$ cat src/rtl/instr_encoder_pkg.sv
// Shared processor package: immediate-format codes, opcode constants and
// encode/decode immediate geometry used by the instruction encoder.
package instr_encoder_pkg;

  typedef enum logic [2:0] {
    FMT_LOAD   = 3'd0,
    FMT_STORE  = 3'd1,
    FMT_BRANCH = 3'd2,
    FMT_JUMP   = 3'd3
  } imm_fmt_t;

  localparam logic [6:0] OPC_LOAD   = 7'h03;
  localparam logic [6:0] OPC_OP_IMM = 7'h13;
  localparam logic [6:0] OPC_STORE  = 7'h23;
  localparam logic [6:0] OPC_BRANCH = 7'h63;
  localparam logic [6:0] OPC_JALR   = 7'h67;
  localparam logic [6:0] OPC_JAL    = 7'h6F;

  // addi x0, x0, 0 -- substituted for any word that cannot be encoded
  localparam logic [31:0] NOP_INSTR = 32'h0000_0013;

  // Decode-side immediate geometry (sign bit position per format)
  localparam int IMM_I_MSB = 11;
  localparam int IMM_S_MSB = 11;
  localparam int IMM_B_MSB = 12;
  localparam int IMM_J_MSB = 20;

  // Stage-1 register contents; only imm[12:0] is ever packed
  typedef struct packed {
    logic        valid;
    logic [2:0]  fmt;
    logic [6:0]  opcode;
    logic [2:0]  funct3;
    logic [4:0]  rd;
    logic [4:0]  rs1;
    logic [4:0]  rs2;
    logic [12:0] imm;
    logic        ok;
  } s1_t;

  function automatic logic fmt_is_valid(input logic [2:0] fmt);
    return (fmt == FMT_LOAD) || (fmt == FMT_STORE) ||
           (fmt == FMT_BRANCH) || (fmt == FMT_JUMP);
  endfunction

endpackage

$ cat src/rtl/instr_encoder_if.sv
// Request/response bus of the instruction encoder.
// Handshake: a word moves only on a clock edge where valid & ready are both 1;
// the source holds valid and payload stable until that edge, and ready never
// depends on valid.
interface instr_encoder_if;

  logic        in_valid;
  logic        in_ready;
  logic [2:0]  fmt;
  logic [6:0]  opcode;
  logic [2:0]  funct3;
  logic [4:0]  rd;
  logic [4:0]  rs1;
  logic [4:0]  rs2;
  logic [63:0] imm;
  logic        out_valid;
  logic        out_ready;
  logic [31:0] instr;
  logic        err;

  modport master (
    output in_valid, fmt, opcode, funct3, rd, rs1, rs2, imm, out_ready,
    input  in_ready, out_valid, instr, err
  );

  modport slave (
    input  in_valid, fmt, opcode, funct3, rd, rs1, rs2, imm, out_ready,
    output in_ready, out_valid, instr, err
  );

endinterface

$ cat src/rtl/instr_encoder_range_chk.sv
// Combinational immediate range check: ok=1 when imm fits the format's field.
module imm_range_chk
  import instr_encoder_pkg::*;
(
  input  logic [63:0] imm,
  input  logic [2:0]  fmt,
  output logic        ok
);

  logic fits12;
  logic fits13;

  // Upper bits must be a pure sign extension of the field's top bit
  assign fits12 = (&imm[63:11]) | ~(|imm[63:11]);
  assign fits13 = (&imm[63:12]) | ~(|imm[63:12]);

  always_comb begin
    ok = 1'b0;
    case (fmt)
      FMT_LOAD, FMT_STORE, FMT_JUMP: ok = fits12;
      FMT_BRANCH:                    ok = fits13 & ~imm[0];
      default:                       ok = 1'b0;
    endcase
  end

endmodule

$ cat src/rtl/instr_encoder.sv
// Two-stage instruction encoder: S1 captures fields plus range result,
// S2 holds the packed word (or NOP with err) until the consumer takes it.
module instr_encoder
  import instr_encoder_pkg::*;
#(
  parameter int CNT_W = 16
) (
  input  logic             clk,
  input  logic             reset_n,
  instr_encoder_if.slave   bus,
  output logic [CNT_W-1:0] enc_count,
  output logic [CNT_W-1:0] err_count
);

  s1_t         s1Q;
  logic        rangeOk;
  logic        inFire;
  logic        s2Load;
  logic        outFire;
  logic [31:0] packedWord;
  logic        packErr;

  imm_range_chk u_range_chk (
    .imm (bus.imm),
    .fmt (bus.fmt),
    .ok  (rangeOk)
  );

  // S2 takes S1 whenever it is empty or is being drained this edge
  assign s2Load          = s1Q.valid & (~bus.out_valid | bus.out_ready);
  assign bus.in_ready    = ~s1Q.valid | ~bus.out_valid | bus.out_ready;
  assign inFire          = bus.in_valid & bus.in_ready;
  assign outFire         = bus.out_valid & bus.out_ready;

  always_ff @(posedge clk or negedge reset_n) begin
    if (!reset_n) begin
      s1Q <= '0;
    end else if (inFire) begin
      s1Q.valid  <= 1'b1;
      s1Q.fmt    <= bus.fmt;
      s1Q.opcode <= bus.opcode;
      s1Q.funct3 <= bus.funct3;
      s1Q.rd     <= bus.rd;
      s1Q.rs1    <= bus.rs1;
      s1Q.rs2    <= bus.rs2;
      s1Q.imm    <= bus.imm[12:0];
      s1Q.ok     <= rangeOk & fmt_is_valid(bus.fmt);
    end else if (s2Load) begin
      s1Q.valid <= 1'b0;
    end
  end

  always_comb begin
    packedWord = NOP_INSTR;
    packErr    = 1'b1;
    if (s1Q.ok) begin
      packErr = 1'b0;
      case (s1Q.fmt)
        FMT_LOAD, FMT_JUMP:
          packedWord = {s1Q.imm[11:0], s1Q.rs1, s1Q.funct3, s1Q.rd, s1Q.opcode};
        FMT_STORE:
          packedWord = {s1Q.imm[11:5], s1Q.rs2, s1Q.rs1, s1Q.funct3,
                        s1Q.imm[4:0], s1Q.opcode};
        FMT_BRANCH:
          packedWord = {s1Q.imm[12], s1Q.imm[10:5], s1Q.rs2, s1Q.rs1,
                        s1Q.funct3, s1Q.imm[4:1], s1Q.imm[11], s1Q.opcode};
        default: begin
          packedWord = NOP_INSTR;
          packErr    = 1'b1;
        end
      endcase
    end
  end

  always_ff @(posedge clk or negedge reset_n) begin
    if (!reset_n) begin
      bus.out_valid <= 1'b0;
      bus.instr     <= '0;
      bus.err       <= 1'b0;
    end else if (s2Load) begin
      bus.out_valid <= 1'b1;
      bus.instr     <= packedWord;
      bus.err       <= packErr;
    end else if (bus.out_ready) begin
      bus.out_valid <= 1'b0;
    end
  end

  // Counters saturate rather than wrap so long runs stay monotonic
  always_ff @(posedge clk or negedge reset_n) begin
    if (!reset_n) begin
      enc_count <= '0;
      err_count <= '0;
    end else if (outFire) begin
      if (bus.err) begin
        if (err_count != '1) err_count <= err_count + CNT_W'(1);
      end else begin
        if (enc_count != '1) enc_count <= enc_count + CNT_W'(1);
      end
    end
  end

endmodule

$ cat src/flat_wrapper.sv
// flat-port wrapper written by rule: the top's interface ports become plain ports
module instr_encoder_flat import instr_encoder_pkg::*;
#(
  parameter int CNT_W = 16
)
  (clk, reset_n, enc_count, err_count, bus_in_valid, bus_fmt, bus_opcode, bus_funct3, bus_rd, bus_rs1, bus_rs2, bus_imm, bus_out_ready, bus_in_ready, bus_out_valid, bus_instr, bus_err);
  instr_encoder_if bus_i ();
  input  logic clk;
  input  logic reset_n;
  output logic [CNT_W-1:0] enc_count;
  output logic [CNT_W-1:0] err_count;
  input wire logic [$bits(bus_i.in_valid)-1:0] bus_in_valid;
  input wire logic [$bits(bus_i.fmt)-1:0] bus_fmt;
  input wire logic [$bits(bus_i.opcode)-1:0] bus_opcode;
  input wire logic [$bits(bus_i.funct3)-1:0] bus_funct3;
  input wire logic [$bits(bus_i.rd)-1:0] bus_rd;
  input wire logic [$bits(bus_i.rs1)-1:0] bus_rs1;
  input wire logic [$bits(bus_i.rs2)-1:0] bus_rs2;
  input wire logic [$bits(bus_i.imm)-1:0] bus_imm;
  input wire logic [$bits(bus_i.out_ready)-1:0] bus_out_ready;
  output wire logic [$bits(bus_i.in_ready)-1:0] bus_in_ready;
  output wire logic [$bits(bus_i.out_valid)-1:0] bus_out_valid;
  output wire logic [$bits(bus_i.instr)-1:0] bus_instr;
  output wire logic [$bits(bus_i.err)-1:0] bus_err;
  assign bus_i.in_valid = bus_in_valid;
  assign bus_i.fmt = bus_fmt;
  assign bus_i.opcode = bus_opcode;
  assign bus_i.funct3 = bus_funct3;
  assign bus_i.rd = bus_rd;
  assign bus_i.rs1 = bus_rs1;
  assign bus_i.rs2 = bus_rs2;
  assign bus_i.imm = bus_imm;
  assign bus_i.out_ready = bus_out_ready;
  assign bus_in_ready = bus_i.in_ready;
  assign bus_out_valid = bus_i.out_valid;
  assign bus_instr = bus_i.instr;
  assign bus_err = bus_i.err;
  instr_encoder #(.CNT_W(CNT_W)) u_core (.clk(clk), .reset_n(reset_n), .bus(bus_i), .enc_count(enc_count), .err_count(err_count));
endmodule
$ cat config.mk
export PLATFORM = sky130hd
export DESIGN_NAME = instr_encoder_flat
export DESIGN_NICKNAME = d
export VERILOG_FILES = /design/src/rtl/instr_encoder_pkg.sv /design/src/rtl/instr_encoder_if.sv /design/src/rtl/instr_encoder_range_chk.sv /design/src/rtl/instr_encoder.sv /design/src/flat_wrapper.sv
export SDC_FILE = /design/constraint.sdc
export NUM_CORES = 1
export LEC_CHECK = 0
export ABC_AREA = 1
export CORE_AREA = 3 3 106 108
export DETAILED_ROUTE_END_ITERATION = 16
export DIE_AREA = 0 0 109 111
export PLACE_DENSITY = 0.89
export RECOVER_POWER = 25
export SYNTH_ARGS = -nofsm -noshare
export SYNTH_HDL_FRONTEND = slang
export SYNTH_SLANG_ARGS = --single-unit
$ cat constraint.sdc
create_clock -name clk -period 2.5 [get_ports clk]
set_clock_uncertainty 0.15 [all_clocks]
set_input_delay 0.625 -clock clk [delete_from_list [all_inputs] [get_ports clk]]
set_output_delay 0.625 -clock clk [all_outputs]
set_load 0.005 [all_outputs]
======== Word-level counts from Yosys, hierarchy flattened ========
Index checks and enable logic that the tools add are counted.
word-level totals
  input port bits ......................... 96
  output and inout bits ................... 67
  word-level logic and storage cells ...... 65
  register bits ........................... 109
operators by class
  reductions and logical operators ........ 16
  bitwise gates (word level) .............. 16
  $add $sub $neg .......................... 2
  muxes and demuxes ....................... 9
  equal/unequal tests ..................... 8
operators with widths
  operator                                                                count
  32-bit case mux with 3 select lines                                     1
  53-bit AND reduction                                                    1
  53-bit OR reduction                                                     1
  52-bit AND reduction                                                    1
  52-bit OR reduction                                                     1
  16-bit by 1-bit adder with 16-bit output (second input constant)        2
  32-bit 2-to-1 mux                                                       1
  16-bit != test (second input constant)                                  2
  3-bit by 2-bit equality test with 1-bit output (second input constant)  4
  3-bit by 1-bit equality test with 1-bit output (second input constant)  2
  3-bit logical NOT                                                       2
  1-bit 2-to-1 mux                                                        6
  1-bit NOT                                                               6
  3-bit AND reduction                                                     2
  1-bit bitwise AND                                                       5
  1-bit OR                                                                5
  2-bit nonzero test                                                      2
  4-bit OR reduction                                                      1
  1-bit logical OR                                                        3
  3-bit OR reduction                                                      1
  1-bit case mux with 2 select lines                                      1
  2-bit OR reduction                                                      1

======== Logic depth before layout (Yosys ltp) ========
  depth after elaboration ................. 6
  mapped depth ............................ 12
  depth with buffers taken out ............ 12

======== Cells and area by module ========
From an unflattened synthesis, not the netlist that was laid out.
unflattened totals
  cell total of the unflattened synthesis .. 778
  area, all modules ....................... 5698.0 µm²
modules (own cells, without submodules)
  module         times used  area each (µm²)  seq. area each (µm²)  cells each
  instr_encoder  1           5006.1           2727.6                607
  imm_range_chk  1           691.9            0.0                   171

======== Worst setup path after synthesis ========
OpenSTA, ideal clock, no wires.
  kind .................................... input to register
  from .................................... in bus_out_ready
  to ...................................... reg u_core.s1Q[19] in the netlist's numbering
  stages on the path ...................... 6
  path slack .............................. 720 ps
  arrival ................................. 1497 ps
  required time ........................... 2217 ps
  setup time .............................. 133 ps
  path through ............................ inv_1 -> nand3_1 -> nand2_1 -> buf_2 -> clkbuf_1 -> a21oi_1
on the way
  cells in the longest elaborated chain, start to end .. 2
ends and longest elaborated chain
  what                    line                 source
  start: declaration      flat_wrapper.sv:20   input wire logic [$bits(bus_i.out_ready)-1:0] bus_out_ready;
  1-bit OR                instr_encoder.sv:31  assign bus.in_ready = ~s1Q.valid | ~bus.out_valid | bus.out_ready;
  named net bus_in_ready  flat_wrapper.sv:21   output wire logic [$bits(bus_i.in_ready)-1:0] bus_in_ready;
  1-bit bitwise AND       instr_encoder.sv:32  assign inFire = bus.in_valid & bus.in_ready;
  end: declaration        instr_encoder.sv:15  s1_t s1Q;
The timed path passes the listed nets, and every way through them passes these cells.
A chain may end at the register's enable or synchronous reset.

======== Worst setup path in the final report ========
  from .................................... in bus_out_ready
  to ...................................... out bus_in_ready
on the way
  cells in the longest elaborated chain, start to end .. 1
ends and longest elaborated chain
  what              line
  1-bit OR          instr_encoder.sv:31
  end: declaration  flat_wrapper.sv:21
No other way between the ends.

==> reports/qor.log <==
[grt] via count of the first global-routing pass 4721
[sta] number of failing hold endpoints at the final stage 0
[layout] number of nets in the finished design 880
[synthesis] number of synthesis warnings 0
[pwr] post-route total power 3.988 mW
[setup_path] worst path arrival time 1.54 ns
[sta] Slew Limit Fails 31
[layout] count of inserted antenna diode cells 0
[clocking] clock root cell sky130_fd_sc_hd__clkbuf_8
[setup_path] Worst Path Max Fanout 2
[synthesis] Synth Flop Type sky130_fd_sc_hd__dfrtp_1
[synthesis] main area contributors after synthesis sky130_fd_sc_hd__dfrtp_1, sky130_fd_sc_hd__nand2_1, sky130_fd_sc_hd__nor2_1
[drt] detailed-route DRC error count 0
[status] failing checks max-capacitance violations, max-slew violations
[clocking] CTS Sinks 109
[clocking] number of buffers on the longest clock path 2
[setup_path] Critical Path Sink Type output pin
[drt] detailed-route wire length per cell 14.51 um
[drt] number of nets with antenna violations after detailed routing 0
[layout] filler-free cell count of the finished design 923
[sta] final setup fails 0
[synthesis] count of state elements after synthesis 109
[placement] placed wire-length estimate 10390 um
[synthesis] share of synthesized area occupied by flip-flops and latches 53.22%
[clocking] clock latency on the worst-skew pair 0.36 ns
[synthesis] portion of synthesized cell area occupied by the leading cell type 53.22%
[setup_path] startpoint types input port
[clocking] TritonCTS clock tree yes
[synthesis] top post-synthesis cells by count sky130_fd_sc_hd__nand2_1, sky130_fd_sc_hd__dfrtp_1, sky130_fd_sc_hd__nor2_1, sky130_fd_sc_hd__inv_1, sky130_fd_sc_hd__o21ai_0
[placement] dpl cells 907
[clocking] level count of the clock H-tree 3
[drt] met3 routed WL 942 um
[drt] max layer used met4
[sta] transition time of the tightest slew-check pin 1.694 ns
[sta] final period demand of the worst path 2.317 ns
[floorplanning] Std-Cell Core Area 10320 sq um
[clocking] Post-CTS Setup Inserts 0
[layout] fraction of layout cells with a size suffix above 1 6.989%
[synthesis] cell type with the highest aggregate area in the netlist sky130_fd_sc_hd__dfrtp_1
[sta] minimum hold slack 0.3466 ns
[flow_run] MaxCap Viol Count 1
[grt] Remaining Overflow, GRT 0
[drt] Met2 Routed Length 7012 um
[clocking] number of buffers created by CTS 9
[pwr] Power per Cell Area 558.9 nW/um^2
[setup_path] required time at the worst-slack endpoint 1.73 ns
[synthesis] count of flip-flops with a built-in enable after synthesis 0
[drt] DRT met1 WL 5243 um
[sta] max_slew headroom -12.95%
[synthesis] number of library cell types mapped by synthesis 31
[clocking] clock slew seen by the registers of the worst setup and hold paths 0.10 ns
[drt] iteration-0 DRC count of the detailed router 330
[grt] largest net degree at the start of global routing 52
[floorplanning] FP Rows 37
[pwr] leakage power figure 3.250 nW
[setup_path] critical path buffer and inverter count 3
[floorplanning] die height 111 um
[drt] total number of vias 4674
[grt] number of antenna violations at the first check in global routing 0
[status] status finished with violations
[setup_path] CP top delay family buffers and inverters
[drt] DR pass1 iterations 6
[sta] max frequency 0.4316 GHz
[pwr] Peak supply drop 0.2981 mV
[setup_path] R2R Setup Slk 0.37 ns
[synthesis] post-synthesis instance total 614
[setup_path] delay of the slowest critical-path stage 0.42 ns
[clocking] number of resized instances in the post-cts repair step 1
[sta] fin crit share 92.68%
[layout] layout overhead on the synthesized area 39.21%
[setup_path] worst-path cell with the longest stage delay sky130_fd_sc_hd__clkdlybuf4s50_1
[clocking] number of buffers inserted by hold repair at cts 0
[placement] placer congestion estimate 0.9266
[setup_path] crit path cell chain clkdlybuf4s50_1, inv_1, nand3_1, dlygate4sd2_1
[placement] IO buf count 162
[drt] drt total wl 13400 um
[synthesis] Avg Inst Size Synth 8.347 sq um
[floorplanning] Initial Utilization 49.64%
[setup_path] critical path class input port to output pin
[layout] final design utilization 69.11%
[sta] setup repair after global routing missed its margin no
[sta] setup ws final 0.1829 ns
[hold_path] Worst Hold Class register to register
[drt] Via-to-Cell Ratio 5.064
[placement] placement-stage worst setup slack -0.05283 ns
[floorplanning] count of boundary I/O pins 163
[grt] wire length of the first global-routing pass 21960 um
[grt] aggregate global-route resource usage 22.42%
[floorplanning] Die Area 12100 sq um
[floorplanning] die span in x 109 um
[synthesis] FFs w/ async S/R, synth 100.0%
[synthesis] nets in the synthesized netlist 712
[synthesis] most frequent cell after synthesis sky130_fd_sc_hd__nand2_1
[synthesis] synthesized area 5125 sq um
## where the power goes
| part | switching (mW) | internal (mW) |
|---|---|---|
| sequential | 0.152 | 1.96 |
| combinational | 0.402 | 0.483 |
| clock | 0.613 | 0.381 |
| total | 1.17 | 2.82 |
## stage by stage
step / area, sq um / setup TNS [ns]
after floorplan: 5125 / 0
after global placement: 6955 / -0.01216
after detailed placement: 6955 / -0.05283
after CTS: 7138 / 0
after global routing: 7134 / 0
final: 7134 / 0
## cells by family after synthesis
group / count (synthesis) / share of synthesized area [%]
mux: 16 / 3.516
compound gates: 77 / 7.935
fa+ha+maj: 2 / 0.4882
xor+xnor: 28 / 4.785
simple gates: 300 / 23.71
flops: 109 / 53.22
buf+inv: 82 / 6.348
## sequential cells by signal, indices dropped and copies added, names as in the netlist
name	flops
u_core.s1Q	43
u_core.bus.instr	32
u_core.enc_count	16
u_core.err_count	16
u_core.bus.err	1
u_core.bus.out_valid	1
## worst reg2reg max path: cells and delay by family (launching register included)
| family | cells | cell delay (ns) |
|---|---|---|
| buffers and inverters | 1 | 0.15 |
| AND/OR/NAND/NOR | 7 | 0.91 |
| flip-flops | 1 | 0.47 |
| XOR/XNOR | 1 | 0.16 |
| adder cells (fa/ha/maj) | 1 | 0.22 |
## path summary, 6_finish.rpt
path | start | to | cells after the start
setup / recovery | bus_out_ready | bus_in_ready | 4
setup reg to reg | u_core.enc_count[0] | u_core.enc_count[12] | 10
hold reg to reg | u_core.bus.instr[14] | u_core.bus.instr[14] | 2
hold / removal | u_core.bus.instr[14] | u_core.bus.instr[14] | 2
min in group asynchronous | reset_n | u_core.err_count[4] | 1
max in group asynchronous | reset_n | u_core.s1Q[16] | 2
## final cells by class
cell class	instances	area (sq um)
fillers	806	3189
repair buffers	172	1727
well taps	136	170.2
clock buffers	10	127.6
clock inverters	6	56.30
flip-flops and latches	109	2728
inverters	67	251.5
multi-input cells	423	2074
## metal layers
metal / up-vias / track usage, %
met3: 17 / 4.077
met5: - / 0
li1: 2254 / -
met1: 2212 / 26.91
met4: 0 / 5.724
met2: 191 / 40.70
## placed cells by master, fill, tap and decap left out, drive strengths merged, types with 4 or more instances in the layout
cell,count
a21oi,26
buf,10
clkbuf,11
clkdlybuf4s50,160
clkinv,4
dfrtp,109
inv,69
mux2,16
nand2,152
nand3,19
nand4,7
nor2,111
nor3,7
o21ai,48
xnor2,11
xor2,17
No activity file was read; power rests on OpenSTA's default activity.
